## src/rtl/npu_ctrl_seq_if.sv

```systemverilog
// Handshake and control-word bundle between the pixel feeder / host side
// and the npu_ctrl_seq sequencer.
interface npu_ctrl_seq_if #(
    parameter int CNT_W = 8
);
    logic             START;
    logic             ABORT;
    logic [CNT_W-1:0] N_MAC;
    logic [CNT_W-1:0] N_GROUPS;
    logic [1:0]       BYPASS_RELU;
    logic [2:0]       SEL_OUT_CFG;
    logic             IN_VALID;
    logic             IN_READY;
    logic             FULL;
    logic [15:0]      CON_SIG;
    logic [15:0]      SSFR;
    logic             BUSY;
    logic             DONE;

    // Host / feeder side: issues commands and group data, observes control words
    modport master (
        output START, ABORT, N_MAC, N_GROUPS, BYPASS_RELU, SEL_OUT_CFG,
        output IN_VALID, FULL,
        input  IN_READY, CON_SIG, SSFR, BUSY, DONE
    );

    // Sequencer side
    modport slave (
        input  START, ABORT, N_MAC, N_GROUPS, BYPASS_RELU, SEL_OUT_CFG,
        input  IN_VALID, FULL,
        output IN_READY, CON_SIG, SSFR, BUSY, DONE
    );
endinterface

```

## src/rtl/npu_ctrl_seq.sv

```systemverilog
// Control sequencer in front of npu_core: one START produces one inference
// step (load, MAC over groups, ReLU, compare, select, FIFO write).
// All outputs come straight from flops decoded from the next state, so they
// track the state register exactly and have no input-to-output path.
module npu_ctrl_seq #(
    parameter int CNT_W       = 8,
    parameter int RELU_CYCLES = 2
) (
    input  logic           CLKEXT,
    input  logic           RST,
    npu_ctrl_seq_if.slave  bus
);

    typedef enum logic [3:0] {
        S_IDLE, S_LOAD, S_BUF, S_MAC, S_RELU,
        S_COMP, S_SEL, S_WAITF, S_WR, S_DONE
    } state_e;

    localparam logic [3:0] RELU_LAST = 4'(RELU_CYCLES - 1);

    state_e           state_q, state_d;
    logic [CNT_W-1:0] nMac_q, nMac_d;
    logic [CNT_W-1:0] nGroups_q, nGroups_d;
    logic [CNT_W-1:0] macCnt_q, macCnt_d;
    logic [CNT_W-1:0] grpCnt_q, grpCnt_d;
    logic [3:0]       reluCnt_q, reluCnt_d;
    logic [1:0]       bypass_q, bypass_d;
    logic [2:0]       selOut_q, selOut_d;
    logic [15:0]      conSig_q, conSig_d;
    logic [15:0]      ssfr_q, ssfr_d;
    logic             inReady_q, inReady_d;
    logic             busy_q, busy_d;
    logic             done_q, done_d;

    logic startAccept;
    logic macLast;
    logic groupsLeft;
    logic reluLast;

    assign startAccept = (state_q == S_IDLE) && bus.START && !bus.ABORT;
    assign macLast     = (macCnt_q == nMac_q - CNT_W'(1));
    assign groupsLeft  = (grpCnt_q < nGroups_q - CNT_W'(1));
    assign reluLast    = (reluCnt_q == RELU_LAST);

    // State, counter, latched-config and output registers
    always_ff @(posedge CLKEXT or negedge RST) begin
        if (!RST) begin
            state_q   <= S_IDLE;
            nMac_q    <= '0;
            nGroups_q <= '0;
            macCnt_q  <= '0;
            grpCnt_q  <= '0;
            reluCnt_q <= '0;
            bypass_q  <= '0;
            selOut_q  <= '0;
            conSig_q  <= '0;
            ssfr_q    <= '0;
            inReady_q <= 1'b0;
            busy_q    <= 1'b0;
            done_q    <= 1'b0;
        end else begin
            state_q   <= state_d;
            nMac_q    <= nMac_d;
            nGroups_q <= nGroups_d;
            macCnt_q  <= macCnt_d;
            grpCnt_q  <= grpCnt_d;
            reluCnt_q <= reluCnt_d;
            bypass_q  <= bypass_d;
            selOut_q  <= selOut_d;
            conSig_q  <= conSig_d;
            ssfr_q    <= ssfr_d;
            inReady_q <= inReady_d;
            busy_q    <= busy_d;
            done_q    <= done_d;
        end
    end

    // Next state, counters and config latch; ABORT overrides everything last
    always_comb begin
        state_d   = state_q;
        nMac_d    = nMac_q;
        nGroups_d = nGroups_q;
        bypass_d  = bypass_q;
        selOut_d  = selOut_q;
        macCnt_d  = '0;
        reluCnt_d = '0;
        grpCnt_d  = grpCnt_q;

        if (startAccept) begin
            nMac_d    = (bus.N_MAC == '0) ? CNT_W'(1) : bus.N_MAC;
            nGroups_d = (bus.N_GROUPS == '0) ? CNT_W'(1) : bus.N_GROUPS;
            bypass_d  = bus.BYPASS_RELU;
            selOut_d  = bus.SEL_OUT_CFG;
            grpCnt_d  = '0;
        end

        case (state_q)
            S_IDLE:  if (startAccept) state_d = S_LOAD;
            S_LOAD:  if (bus.IN_VALID) state_d = S_BUF;
            S_BUF:   state_d = S_MAC;
            S_MAC: begin
                if (macLast) begin
                    if (grpCnt_q != nGroups_q) grpCnt_d = grpCnt_q + CNT_W'(1);
                    state_d = groupsLeft ? S_LOAD : S_RELU;
                end else begin
                    macCnt_d = macCnt_q + CNT_W'(1);
                end
            end
            S_RELU: begin
                if (reluLast) state_d = S_COMP;
                else          reluCnt_d = reluCnt_q + 4'd1;
            end
            S_COMP:  state_d = S_SEL;
            S_SEL:   state_d = bus.FULL ? S_WAITF : S_WR;
            S_WAITF: if (!bus.FULL) state_d = S_WR;
            S_WR:    state_d = S_DONE;
            S_DONE:  state_d = S_IDLE;
            default: state_d = S_IDLE;
        endcase

        if (bus.ABORT && (state_q != S_IDLE)) begin
            state_d   = S_IDLE;
            macCnt_d  = '0;
            reluCnt_d = '0;
            grpCnt_d  = '0;
        end
    end

    // Decode the upcoming state into the control words registered next edge
    always_comb begin
        conSig_d  = 16'h0000;
        ssfr_d    = 16'h0000;
        inReady_d = (state_d == S_LOAD);
        busy_d    = (state_d != S_IDLE);
        done_d    = (state_d == S_DONE);

        if (state_d != S_IDLE) ssfr_d[12:11] = bypass_d;

        case (state_d)
            S_BUF:   conSig_d[15] = 1'b1;
            S_MAC:   conSig_d[13] = 1'b1;
            S_RELU:  conSig_d[11] = 1'b1;
            S_COMP:  ssfr_d[10]   = 1'b1;
            S_SEL:   ssfr_d[15:13] = selOut_d;
            S_WAITF: ssfr_d[15:13] = selOut_d;
            S_WR: begin
                ssfr_d[15:13] = selOut_d;
                conSig_d[7]   = 1'b1;
            end
            default: ;
        endcase
    end

    assign bus.IN_READY = inReady_q;
    assign bus.CON_SIG  = conSig_q;
    assign bus.SSFR     = ssfr_q;
    assign bus.BUSY     = busy_q;
    assign bus.DONE     = done_q;

endmodule

```

## src/flat_wrapper.sv

```systemverilog
// flat-port wrapper written by rule: the top's interface ports become plain ports
module npu_ctrl_seq_flat 
#(
    parameter int CNT_W       = 8,
    parameter int RELU_CYCLES = 2
)
  (CLKEXT, RST, bus_START, bus_ABORT, bus_N_MAC, bus_N_GROUPS, bus_BYPASS_RELU, bus_SEL_OUT_CFG, bus_IN_VALID, bus_FULL, bus_IN_READY, bus_CON_SIG, bus_SSFR, bus_BUSY, bus_DONE);
  npu_ctrl_seq_if #(.CNT_W(CNT_W)) bus_i ();
  input  logic CLKEXT;
  input  logic RST;
  input wire logic [$bits(bus_i.START)-1:0] bus_START;
  input wire logic [$bits(bus_i.ABORT)-1:0] bus_ABORT;
  input wire logic [$bits(bus_i.N_MAC)-1:0] bus_N_MAC;
  input wire logic [$bits(bus_i.N_GROUPS)-1:0] bus_N_GROUPS;
  input wire logic [$bits(bus_i.BYPASS_RELU)-1:0] bus_BYPASS_RELU;
  input wire logic [$bits(bus_i.SEL_OUT_CFG)-1:0] bus_SEL_OUT_CFG;
  input wire logic [$bits(bus_i.IN_VALID)-1:0] bus_IN_VALID;
  input wire logic [$bits(bus_i.FULL)-1:0] bus_FULL;
  output wire logic [$bits(bus_i.IN_READY)-1:0] bus_IN_READY;
  output wire logic [$bits(bus_i.CON_SIG)-1:0] bus_CON_SIG;
  output wire logic [$bits(bus_i.SSFR)-1:0] bus_SSFR;
  output wire logic [$bits(bus_i.BUSY)-1:0] bus_BUSY;
  output wire logic [$bits(bus_i.DONE)-1:0] bus_DONE;
  assign bus_i.START = bus_START;
  assign bus_i.ABORT = bus_ABORT;
  assign bus_i.N_MAC = bus_N_MAC;
  assign bus_i.N_GROUPS = bus_N_GROUPS;
  assign bus_i.BYPASS_RELU = bus_BYPASS_RELU;
  assign bus_i.SEL_OUT_CFG = bus_SEL_OUT_CFG;
  assign bus_i.IN_VALID = bus_IN_VALID;
  assign bus_i.FULL = bus_FULL;
  assign bus_IN_READY = bus_i.IN_READY;
  assign bus_CON_SIG = bus_i.CON_SIG;
  assign bus_SSFR = bus_i.SSFR;
  assign bus_BUSY = bus_i.BUSY;
  assign bus_DONE = bus_i.DONE;
  npu_ctrl_seq #(.CNT_W(CNT_W), .RELU_CYCLES(RELU_CYCLES)) u_core (.CLKEXT(CLKEXT), .RST(RST), .bus(bus_i));
endmodule
```

## config.mk

```make
export PLATFORM = sky130hd
export DESIGN_NAME = npu_ctrl_seq_flat
export DESIGN_NICKNAME = d
export VERILOG_FILES = /design/src/rtl/npu_ctrl_seq_if.sv /design/src/rtl/npu_ctrl_seq.sv /design/src/flat_wrapper.sv
export SDC_FILE = /design/constraint.sdc
export NUM_CORES = 1
export LEC_CHECK = 0
export ABC_AREA = 1
export BUFFER_PORTS_ARGS = -buffer_cell sky130_fd_sc_hd__buf_4
export CAP_MARGIN = 20
export CORE_ASPECT_RATIO = 1.25
export CORE_MARGIN = 2
export CORE_UTILIZATION = 54
export CTS_CLUSTER_DIAMETER = 40
export CTS_CLUSTER_SIZE = 20
export DETAILED_ROUTE_END_ITERATION = 8
export PLACE_DENSITY = 0.88
export SKIP_LAST_GASP = 1
export SLEW_MARGIN = 15
export SYNTH_ARGS = -nofsm -noshare
export SYNTH_HDL_FRONTEND = slang
export SYNTH_SLANG_ARGS = --single-unit
```

## constraint.sdc

```tcl
create_clock -name CLKEXT -period 2.9 [get_ports CLKEXT]
set_clock_uncertainty 0.05 [all_clocks]
set_input_delay 0.58 -clock CLKEXT [delete_from_list [all_inputs] [get_ports CLKEXT]]
set_output_delay 0.58 -clock CLKEXT [all_outputs]
set_load 0.02 [all_outputs]
```

==> out/metrics.csv, run 1 <==
stage,metric,value,unit
run_status,status,completed,
detailed_routing,DRT antenna net count,0,
detailed_routing,WL/cell,12.8,um
critical_path,CP Class,flip-flop to flip-flop,
clock_tree,cts repair resizes,0,
min_path,Hold Crit Class,input port to asynchronous set/reset pin,
critical_path,CP top delay family,simple AND/OR/NAND/NOR gates,
global_route,GR Overflow Total,0,
pwr,P_leak,2.09,nW
detailed_routing,total number of vias,2934,
pwr,Power Dens Cells,850,nW/um2
critical_path,Bufs and invs on worst path,1,
final_layout,nets,518,
synthesis,#FFs+latches synth,58,
clock_tree,Max Root-Sink Buffers,2,
critical_path,worst path arrival time,2.67,ns
floorplan,IO Count,62,
clock_tree,"Hold-fix buffers, CTS",0,
detailed_routing,DRT iter0 DRCs,144,
final_layout,Filler cells,498,
global_route,initial antenna violation count,0,
timing,"Hold Vio Cnt, Final",0,
floorplan,Die Y,94.1,um
placement,Final HPWL DP,5.39,mm
clock_tree,clock latency on the worst-skew pair,0.34,ns
synthesis,synthesized cell area,3500,um2
timing,Max-slew headroom,0.522,
synthesis,Netlist cell types,36,
final_layout,share of cells above drive strength 1,0.210,
clock_tree,H-tree levels,3,
pwr,Max VDD drop,0.451,mV
clock_tree,"CTS clk-pin slew, worst paths",0.06,ns
floorplan,Initial Utilization,0.565,
timing,RSZ-0062 raised after global routing,no,
critical_path,Worst R2R Path Depth,15,
synthesis,most common cell in the netlist,nand2_1,
synthesis,top post-synthesis cells by area,"dfrtp_1 41%, nand2_1 7.6%, inv_1 6.0%, ha_1 5.0%, buf_4 4.7%",
critical_path,Critical Path RT,3.12,ns
detailed_routing,drt pass-1 iters,4,
global_route,largest net degree at the start of global routing,59,
clock_tree,CTS root buf,clkbuf_8,
synthesis,register area share after synthesis,0.414,
critical_path,CP max stage delay,0.44,ns
critical_path,CP Launch Type,flip-flop,
clock_tree,Sink Count,58,
critical_path,CP Depth,15,
final_layout,layout overhead on the synthesized area,15.0,%
synthesis,Post-synth top cells,"71 x nand2_1, 58 x dfrtp_1, 56 x inv_1, 39 x nor2_1, 31 x nand3_1",
synthesis,largest area contributor in the netlist,dfrtp_1,
floorplan,Die W,76.0,um
detailed_routing,Vias/cell,5.18,
floorplan,standard-cell row count,32,
critical_path,CP most frequent cell,nor2_1,
timing,WHS,0.239,ns
timing,worst slew pin tran,0.716,ns
synthesis,Synth Instances,431,
floorplan,full die area,7150,um2
detailed_routing,Routed WL,7.27,mm
synthesis,"EDFF count, synth",0,
clock_tree,postcts setup bufs,0,
timing,period utilization,0.846,
floorplan,Core Region,6210,um2
timing,final setup fails,0,
critical_path,crit-path max FO,5,
job,Max-Cap Viols,0,
critical_path,reg2reg end,u_core.bus.SSFR[10],
critical_path,Setup crit end,u_core.bus.SSFR[10],
critical_path,crit-path cells,nor2_1 > nand2_1 > nor2_1 > nand3_1 > xor2_1 > ha_1 > a21oi_1 > o21ai_0 > a21oi_1 > nand4_1 > nand3_2 > nand2_4 > inv_1 > nand2_1 > nor2_1,
synthesis,Synth Flop Type,dfrtp_1,
detailed_routing,drt drc,0,
critical_path,launch point of the worst path,u_core.nGroups_q[2],
critical_path,R2R Setup Slk,0.45,ns
clock_tree,TritonCTS clock tree,done,
global_route,first-pass GRT wire length,12.4,mm
timing,fin crit period,2.45,ns
placement,PortBufs,39,
critical_path,Critical-path top delay cell,dfrtp_1,
final_layout,Ant. Diodes,0,
synthesis,yosys warns,0,
global_route,vias in the first global route,2865,
critical_path,reg-to-reg startpoint,u_core.nGroups_q[2],
synthesis,Post-Syn Area per Cell,8.13,um2
timing,Sum Neg Setup Slack,0,ns
global_route,gr usage total,0.221,
critical_path,CP Capture Type,flip-flop,
synthesis,fraction of registers with async set/reset,1.00,
timing,max-slew violations,0,
clock_tree,TritonCTS buffer count,9,
placement,GP Congestion,0.868,
synthesis,Synth top area share,0.414,
timing,fmax,0.408,GHz
report_power, final:
| group | switching (mW) | internal (mW) | total (mW) |
|---|---|---|---|
| Combinational | 0.870 | 0.522 | 1.39 |
| Clock | 0.310 | 0.527 | 0.837 |
| Sequential | 0.192 | 1.00 | 1.19 |
cell usage in the layout, fill, tap and decap left out, types with 6 or more instances in the layout:
cell / instances
nand2_2: 7
clkbuf_8: 11
nand2_1: 71
dfrtp_1: 58
inv_1: 56
nor2_1: 39
nand3_1: 31
nand4_1: 6
or2_2: 10
xor2_1: 14
ha_1: 14
conb_1: 22
buf_4: 40
o21ai_0: 28
a21oi_1: 14
nor3_1: 9
nor2_2: 10
final cells by class:
cell class / instances / area (um2) / area share
Tap cell: 85 / 106 / 0.0264
Clock buffer: 13 / 159 / 0.0395
Sequential cell: 58 / 1450 / 0.360
Timing Repair Buffer: 40 / 300 / 0.0746
Multi-Input combinational cell: 307 / 1720 / 0.427
Clock inverter: 2 / 60.1 / 0.0149
Inverter: 61 / 231 / 0.0575
metal layers:
| metal | share of wire | vias up | wire, um | global-route usage |
|---|---|---|---|---|
| met4 | 0.028 | 0 | 206 | 0.138 |
| li1 | - | 1429 | - | - |
| met3 | 0.058 | 17 | 424 | 0.0442 |
| met2 | 0.50 | 98 | 3660 | 0.382 |
| met1 | 0.41 | 1390 | 2980 | 0.253 |
| met5 | 0 | - | 0 | 0 |
cells by family (layout without fill, tap and decap cells):
| kind of cell | count (synthesis) | count (layout) | share of synthesized area |
|---|---|---|---|
| flops | 58 | 58 | 0.414 |
| compound gates | 47 | 47 | 0.0729 |
| other cells | 1 | 22 | 0.00107 |
| xor+xnor | 18 | 18 | 0.0450 |
| buf+inv | 87 | 116 | 0.117 |
| fa+ha+maj | 14 | 14 | 0.0500 |
| simple gates | 206 | 206 | 0.299 |
state kept, by name, summed over array words and instances, names as in the netlist:
register and flops:
u_core.bus.BUSY 1, u_core.bus.CON_SIG 4, u_core.bus.DONE 1, u_core.bus.IN_READY 1, u_core.bus.SSFR 6, u_core.bypass_q 2
u_core.grpCnt_q 8, u_core.macCnt_q 8, u_core.nGroups_q 8, u_core.nMac_q 8, u_core.reluCnt_q 4, u_core.selOut_q 3
u_core.state_q 4
worst min path at each step:
stage | start | endpoint | slack (ns) | cells after the start
6_report | RST | u_core.grpCnt_q[1] | 0.24 | 1
3_3_place_gp | u_core.grpCnt_q[0] | u_core.grpCnt_q[0] | 0.43 | 1
5_1_grt | RST | u_core.grpCnt_q[1] | 0.30 | 1
3_5_place_dp | u_core.grpCnt_q[0] | u_core.grpCnt_q[0] | 0.45 | 1
2_1_floorplan | RST | u_core.bus.BUSY | 0.23 | 0
4_1_cts | RST | u_core.grpCnt_q[1] | 0.26 | 1
through the flow:
step                setup WS [ns]  cell area [um2]  cells   util  power (mW)
detailed placement          0.459             3810    551  0.614        2.59
global placement            0.532             3810    551  0.614        2.51
floorplan                   0.680             3580    452      -        2.25
CTS                         0.422             4030    566  0.649        3.44
global route                0.107             4030    566  0.649        3.68
finish                      0.447             4030    566  0.649        3.42
No activity file was read; power rests on OpenSTA's default activity.
==> run 2: changes to the inputs <==
--- a/config.mk
+++ b/config.mk
@@ -10,7 +10,7 @@
 export CAP_MARGIN = 20
 export CORE_ASPECT_RATIO = 1.25
 export CORE_MARGIN = 2
-export CORE_UTILIZATION = 54
+export CORE_UTILIZATION = 51
 export CTS_CLUSTER_DIAMETER = 40
 export CTS_CLUSTER_SIZE = 20
 export DETAILED_ROUTE_END_ITERATION = 8
==> constraint.sdc (replaced) <==
create_clock -name CLKEXT -period 2 [get_ports CLKEXT]
set_clock_uncertainty 0.05 [all_clocks]
set_input_delay 0.4 -clock CLKEXT [delete_from_list [all_inputs] [get_ports CLKEXT]]
set_output_delay 0.4 -clock CLKEXT [all_outputs]
set_load 0.02 [all_outputs]
==> run 2 against run 1 <==
Net effect: largest cell class unchanged; sequential power grew 40%; the run now ends with setup timing left; design area grew 8.7%; global-route usage shrank 0.63 points; worst setup slack lost 0.80 ns; flip-flop and latch count is the same.
==> out/metrics.csv, run 2 (same netlist as run 1, synthesis figures left out) <==
stage,metric,value,unit,change
placement,placed cells,577,,+4.7%
timing,Sum Neg Setup Slack,-5.05,ns,-5.05 ns
global_route,largest net degree at the start of global routing,59,,unchanged
clock_tree,"CTS clk-pin slew, worst paths",0.07,ns,about the same
run_status,status,finished with violations,,
final_layout,Filler cells,532,,+6.8%
critical_path,Critical Path RT,2.17,ns,-0.95 ns
clock_tree,"Hold-fix buffers, CTS",0,,unchanged
pwr,NetSw,2.22,mW,+62%
critical_path,crit-path max FO,4,,-1
critical_path,CP Class,flip-flop to flip-flop,,
final_layout,"commonest non-fill, non-tap cell in the layout",nand2_1,,
final_layout,"non-filler cells, final",597,,+5.5%
global_route,vias in the first global route,3009,,+5.0%
pwr,"Power, Total",5.61,mW,+64%
pwr,Seq pwr share,0.298,,-0.051
job,Max-Cap Viols,0,,unchanged
detailed_routing,Vias/cell,5.12,,-1.2%
detailed_routing,drt drc,0,,unchanged
pwr,switching power share of the total,0.396,,-0.00469
floorplan,Initial Utilization,0.530,,-0.0342
timing,worst slew pin tran,0.722,ns,+0.00577 ns
global_route,GRT met1 Usage,0.250,,-0.00268
critical_path,launch point of the worst path,u_core.nGroups_q[1],,
final_layout,Ant. Diodes,0,,unchanged
critical_path,reg-to-reg startpoint,u_core.nGroups_q[1],,
global_route,M3 GR Usage,0.0317,,-0.0125
detailed_routing,total number of vias,3058,,+4.2%
final_layout,share of cells above drive strength 1,0.304,,+0.0939
placement,PortBufs,39,,unchanged
pwr,Int Power,3.39,mW,+65%
timing,fin crit period,2.35,ns,-0.100 ns
clock_tree,H-tree levels,3,,unchanged
detailed_routing,DRT iter0 DRCs,201,,+40%
global_route,initial antenna violation count,0,,unchanged
floorplan,standard-cell row count,33,,+3.1%
min_path,Hold Crit Class,input port to asynchronous set/reset pin,,
placement,Final HPWL DP,5.69,mm,+5.6%
placement,GP Congestion,0.901,,+3.9%
clock_tree,Max Root-Sink Buffers,2,,unchanged
final_layout,layout overhead on the synthesized area,25.0,%,
clock_tree,TritonCTS clock tree,done,,
pwr,clock network power share,0.238,,-0.007
run_status,violated checks,setup timing,,
timing,RSZ-0062 raised after global routing,yes,,
pwr,Power Dens Cells,1280,nW/um2,+51%
timing,fmax,0.425,GHz,+4.3%
global_route,GR Overflow Total,0,,unchanged
global_route,busiest grt layer,met2,,
floorplan,Die W,78.1,um,+2.7%
detailed_routing,DRT antenna net count,0,,unchanged
timing,final worst setup slack,-0.353,ns,-0.800 ns
critical_path,CP Launch Type,flip-flop,,
final_layout,nets,547,,+5.6%
global_route,first-pass GRT wire length,13.0,mm,+4.8%
pwr,P_leak,2.27,nW,+8.6%
clock_tree,TritonCTS buffer count,9,,unchanged
detailed_routing,Routed WL,8.01,mm,+10%
clock_tree,Sink Count,58,,unchanged
detailed_routing,WL/cell,13.4,um,+4.4%
timing,final setup fails,26,,+26
critical_path,CP Capture Type,flip-flop,,
critical_path,Worst R2R Path Depth,14,,-1
floorplan,Die Y,96.7,um,+2.8%
floorplan,Core Region,6610,um2,+6.5%
final_layout,"commonest non-fill, non-tap cells in the layout","68 x nand2_1, 67 x buf_4, 57 x dfrtp_1",,
pwr,logic gate share of total power,0.464,,+0.057
floorplan,IO Count,62,,unchanged
timing,Max-slew headroom,0.519,,-0.00385
timing,WHS,0.0564,ns,-0.183 ns
final_layout,final core occ,0.663,,+0.0137
pwr,Max VDD drop,0.799,mV,+77%
timing,"Hold Vio Cnt, Final",0,,unchanged
timing,max-slew violations,0,,unchanged
detailed_routing,drt pass-1 iters,4,,unchanged
floorplan,full die area,7550,um2,+5.6%
global_route,gr usage total,0.215,,-0.00632
global_route,M2 GR Usage,0.375,,-0.00636
clock_tree,CTS root buf,clkbuf_8,,
critical_path,worst path arrival time,2.53,ns,-0.14 ns
clock_tree,clock latency on the worst-skew pair,0.35,ns,about the same
timing,period utilization,1.18,,+0.330
[run 2: cell count changes in the layout (fill, tap and decap cells not counted), moves of 2 or more]
cell	change
buf_4	+27
inv_1	-6
inv_2	+5
nor2_1	-5
a21oi_1	-3
a21oi_2	+3
nand2_1	-3
nand2_4	+3
nor2_2	+3
buf_6	+2
clkbuf_1	-2
nor2_4	+2
[run 2: final cells by class]
type	instances	area, um2	share of cell area
Sequential cell	58	1450	0.332
Tap cell	87	109	0.0249
Inverter	61	234	0.0534
Clock inverter	5	103	0.0234
Timing Repair Buffer	69	526	0.120
Multi-Input combinational cell	307	1820	0.415
Clock buffer	10	138	0.0314
[run 2: power groups by stage]
stage / logic, mW / registers (mW) / clock network (mW)
floorplan: 1.57 / 1.73 / 0
global placement: 2.28 / 1.67 / 0
detailed placement: 2.40 / 1.68 / 0
CTS: 2.48 / 1.66 / 1.35
global route: 2.89 / 1.70 / 1.39
finish: 2.60 / 1.67 / 1.33
[run 2: worst max-delay path, cell delays in order (launching register included)]
cell	delay, ns
dfrtp_1	0.39
nor2_1	0.10
nand2_1	0.09
buf_4	0.14
xor2_1	0.14
ha_1	0.30
nand2_1	0.07
o21ai_0	0.25
a21oi_2	0.12
nand4_1	0.11
nand3_2	0.10
nand2_4	0.12
nand2_4	0.07
nor2_4	0.14
nor2_2	0.05
[run 2: what timing repair did]
action | in CTS | in global routing
buffers inserted | 1 | 4
gates cloned | 0 | 0
endpoints found under the setup margin | 24 | 32
pin swaps | 2 | 5
resized for setup | 9 | 18
[run 2: worst paths after layout]
check	slack (ns)	end
max in group asynchronous	1.31	u_core.nMac_q[3]
hold / removal	0.06	u_core.bypass_q[1]
hold reg to reg	0.45	u_core.reluCnt_q[0]
setup / recovery	-0.35	u_core.bus.SSFR[11]
min in group CLKEXT	0.21	u_core.nMac_q[6]
setup reg to reg	-0.35	u_core.bus.SSFR[11]
[run 2: through the flow]
step                instance area, um2  setup slack (ns)
floorplan                         3600            -0.193
CTS                               4290            -0.327
finish                            4380            -0.353
global placement                  4010            -0.284
global route                      4380            -0.468
detailed placement                4010            -0.378
[run 2: metal layers]
metal | share of wire | wire length (um) | up-vias
li1 | - | - | 1486
met1 | 0.40 | 3190 | 1450
met2 | 0.53 | 4260 | 105
met3 | 0.052 | 413 | 17
met4 | 0.019 | 152 | 0
met5 | 0 | 0 | -
==> run 3: changes to the inputs <==
--- a/config.mk
+++ b/config.mk
@@ -8,7 +8,7 @@
 export ABC_AREA = 1
 export BUFFER_PORTS_ARGS = -buffer_cell sky130_fd_sc_hd__buf_4
 export CAP_MARGIN = 20
-export CORE_ASPECT_RATIO = 1.25
+export CORE_ASPECT_RATIO = 0.8
 export CORE_MARGIN = 2
 export CORE_UTILIZATION = 51
 export CTS_CLUSTER_DIAMETER = 40
==> run 3 against run 2 <==
Net effect: the flow still finishes with violations (setup timing); cell count increased by 0.84%; clock power decreased by 23%; worst setup slack got worse by 0.058 ns; flip-flop and latch count unchanged; sequential power about the same; via count increased by 0.26%.
==> out/metrics.csv, run 3 (same netlist as run 1, synthesis figures left out) <==
stage,metric,value,unit,change
run_status,status,finished with violations,,
run_status,violated checks,setup timing,,
placement,dpl cell area,4060,um2,+1.2%
global_route,vias in the first global route,3036,,+0.90%
timing,worst slew pin tran,0.705,ns,-0.0174 ns
clock_tree,TritonCTS buffer count,9,,unchanged
timing,fin crit period,2.41,ns,+0.0578 ns
clock_tree,"CTS clk-pin slew, worst paths",0.07,ns,about the same
timing,RSZ-0062 raised after global routing,yes,,
global_route,busiest grt layer,met2,,
final_layout,"commonest non-fill, non-tap cell in the layout",buf_4,,
critical_path,Critical-path top delay cell,dfrtp_1,,
placement,PortBufs,39,,unchanged
global_route,GRT met1 Usage,0.277,,+0.0268
floorplan,standard-cell row count,26,,-21%
critical_path,worst path arrival time,2.58,ns,+0.05 ns
global_route,initial antenna violation count,0,,unchanged
detailed_routing,drt drc,0,,unchanged
floorplan,Core Region,6510,um2,-1.5%
pwr,Seq pwr share,0.307,,+0.009
floorplan,Die W,96.7,um,+24%
timing,"Hold Vio Cnt, Final",0,,unchanged
final_layout,nets,555,,+1.5%
global_route,gr usage total,0.224,,+0.00963
critical_path,R2R Setup Slk,-0.41,ns,-0.06 ns
detailed_routing,DRT iter0 DRCs,240,,+19%
clock_tree,Sink Count,58,,unchanged
critical_path,CP max stage delay,0.41,ns,+0.02 ns
global_route,GR Overflow Total,0,,unchanged
pwr,P_leak,2.26,nW,-0.11%
floorplan,full die area,7550,um2,unchanged
final_layout,layout overhead on the synthesized area,26.4,%,
timing,period utilization,1.21,,+0.0289
min_path,Hold Crit Class,input port to asynchronous set/reset pin,,
clock_tree,"Hold-fix buffers, CTS",0,,unchanged
placement,Final HPWL DP,5.90,mm,+3.8%
detailed_routing,drt pass-1 iters,4,,unchanged
critical_path,crit-path cells,nor2_1 > nand2_1 > nor2_2 > nand3_1 > xor2_1 > ha_1 > nand2_1 > o21ai_2 > a21oi_2 > nand3b_2 > nand2_2 > nand2_4 > nand2_4 > nor2_4 > nor2_2,,
final_layout,Filler cells,495,,-7.0%
global_route,M2 GR Usage,0.392,,+0.0170
timing,WHS,0.0552,ns,-0.00124 ns
clock_tree,clock latency on the worst-skew pair,0.34,ns,about the same
critical_path,Critical Path RT,2.17,ns,about the same
final_layout,Finished Cell Area,4430,um2,+1.1%
final_layout,Ant. Diodes,0,,unchanged
critical_path,crit-path max FO,4,,unchanged
pwr,switching power share of the total,0.417,,+0.0215
final_layout,"commonest non-fill, non-tap cells in the layout","74 x buf_4, 67 x nand2_1, 56 x dfrtp_1",,
pwr,Int Power,3.20,mW,-5.4%
floorplan,Die Y,78.1,um,-19%
floorplan,Initial Utilization,0.538,,+0.00816
critical_path,CP Capture Type,flip-flop,,
pwr,NetSw,2.30,mW,+3.4%
placement,GP Congestion,0.914,,+1.4%
timing,fmax,0.415,GHz,-2.4%
timing,final worst setup slack,-0.411,ns,-0.0578 ns
detailed_routing,total number of vias,3066,,+0.26%
pwr,clock network power share,0.186,,-0.052
global_route,M3 GR Usage,0.0659,,+0.0342
timing,Max-slew headroom,0.530,,+0.0116
global_route,largest net degree at the start of global routing,59,,unchanged
final_layout,share of cells above drive strength 1,0.330,,+0.0262
pwr,logic gate share of total power,0.507,,+0.043
clock_tree,Max Root-Sink Buffers,2,,unchanged
pwr,Max VDD drop,0.687,mV,-14%
detailed_routing,Vias/cell,5.09,,-0.57%
global_route,first-pass GRT wire length,13.6,mm,+4.4%
detailed_routing,WL/cell,13.6,um,+1.5%
job,Max-Cap Viols,0,,unchanged
clock_tree,CTS root buf,clkbuf_8,,
timing,final setup fails,25,,-3.8%
timing,max-slew violations,0,,unchanged
critical_path,CP Launch Type,flip-flop,,
clock_tree,TritonCTS clock tree,done,,
floorplan,IO Count,62,,unchanged
pwr,Power Dens Cells,1240,nW/um2,-3.0%
detailed_routing,DRT antenna net count,0,,unchanged
timing,Sum Neg Setup Slack,-5.73,ns,-0.683 ns
critical_path,CP Class,flip-flop to flip-flop,,
clock_tree,H-tree levels,3,,unchanged
detailed_routing,Routed WL,8.19,mm,+2.3%
## run 3: power by group through the flow
stage / logic [mW] / clock network, mW / registers [mW]
detailed placement: 2.48 / 0 / 1.68
CTS: 2.66 / 1.05 / 1.68
floorplan: 1.57 / 0 / 1.73
finish: 2.79 / 1.02 / 1.69
global route: 3.08 / 1.10 / 1.72
global placement: 2.37 / 0 / 1.67
## run 3: layout make-up
class | count | area [um2] | area share
clock buffer | 10 | 128 | 0.0288
clock inverter | 5 | 56.3 | 0.0127
inverter | 61 | 234 | 0.0528
multi-input combinational | 308 | 1870 | 0.423
sequential | 58 | 1450 | 0.328
tap | 84 | 105 | 0.0237
timing repair buffer | 76 | 578 | 0.131
## run 3: final timing paths
kind	start	cells past startpoint	to
setup / recovery	u_core.nGroups_q[1]	15	u_core.bus.SSFR[11]
hold / removal	RST	1	u_core.macCnt_q[1]
setup reg to reg	u_core.nGroups_q[1]	15	u_core.bus.SSFR[11]
hold reg to reg	u_core.reluCnt_q[0]	1	u_core.reluCnt_q[0]
max in group asynchronous	RST	1	u_core.nMac_q[2]
min in group CLKEXT	bus_N_GROUPS[7]	3	u_core.nGroups_q[7]
## run 3: what timing repair did
action,CTS,global route
cloned,1,0
setup endpoints to repair,24,31
pin swaps,9,20
setup buffers,2,3
endpoints found under the hold margin,0,0
gates resized for setup,18,21
## run 3: metal layers
layer / wire length [um] / vias up
li1: - / 1508
met2: 4110 / 127
met5: 0 / -
met4: 74 / 0
met1: 3470 / 1417
met3: 540 / 14
## run 3: through the flow
step | instances | utilization | power [mW] | worst slack (ns)
2_1_floorplan | 452 | - | 3.30 | -0.193
4_1_cts | 599 | 0.666 | 5.39 | -0.347
3_5_place_dp | 581 | 0.624 | 4.17 | -0.376
3_3_place_gp | 581 | 0.624 | 4.05 | -0.305
5_1_grt | 602 | 0.681 | 5.91 | -0.624
6_report | 602 | 0.681 | 5.50 | -0.411
## run 3: critical path, delay by kind of cell (launching register included)
kind,cells,cell delay (ns)
flops,1,0.41
simple gates,11,1.12
fa+ha+maj,1,0.32
compound gates,2,0.23
xor+xnor,1,0.15
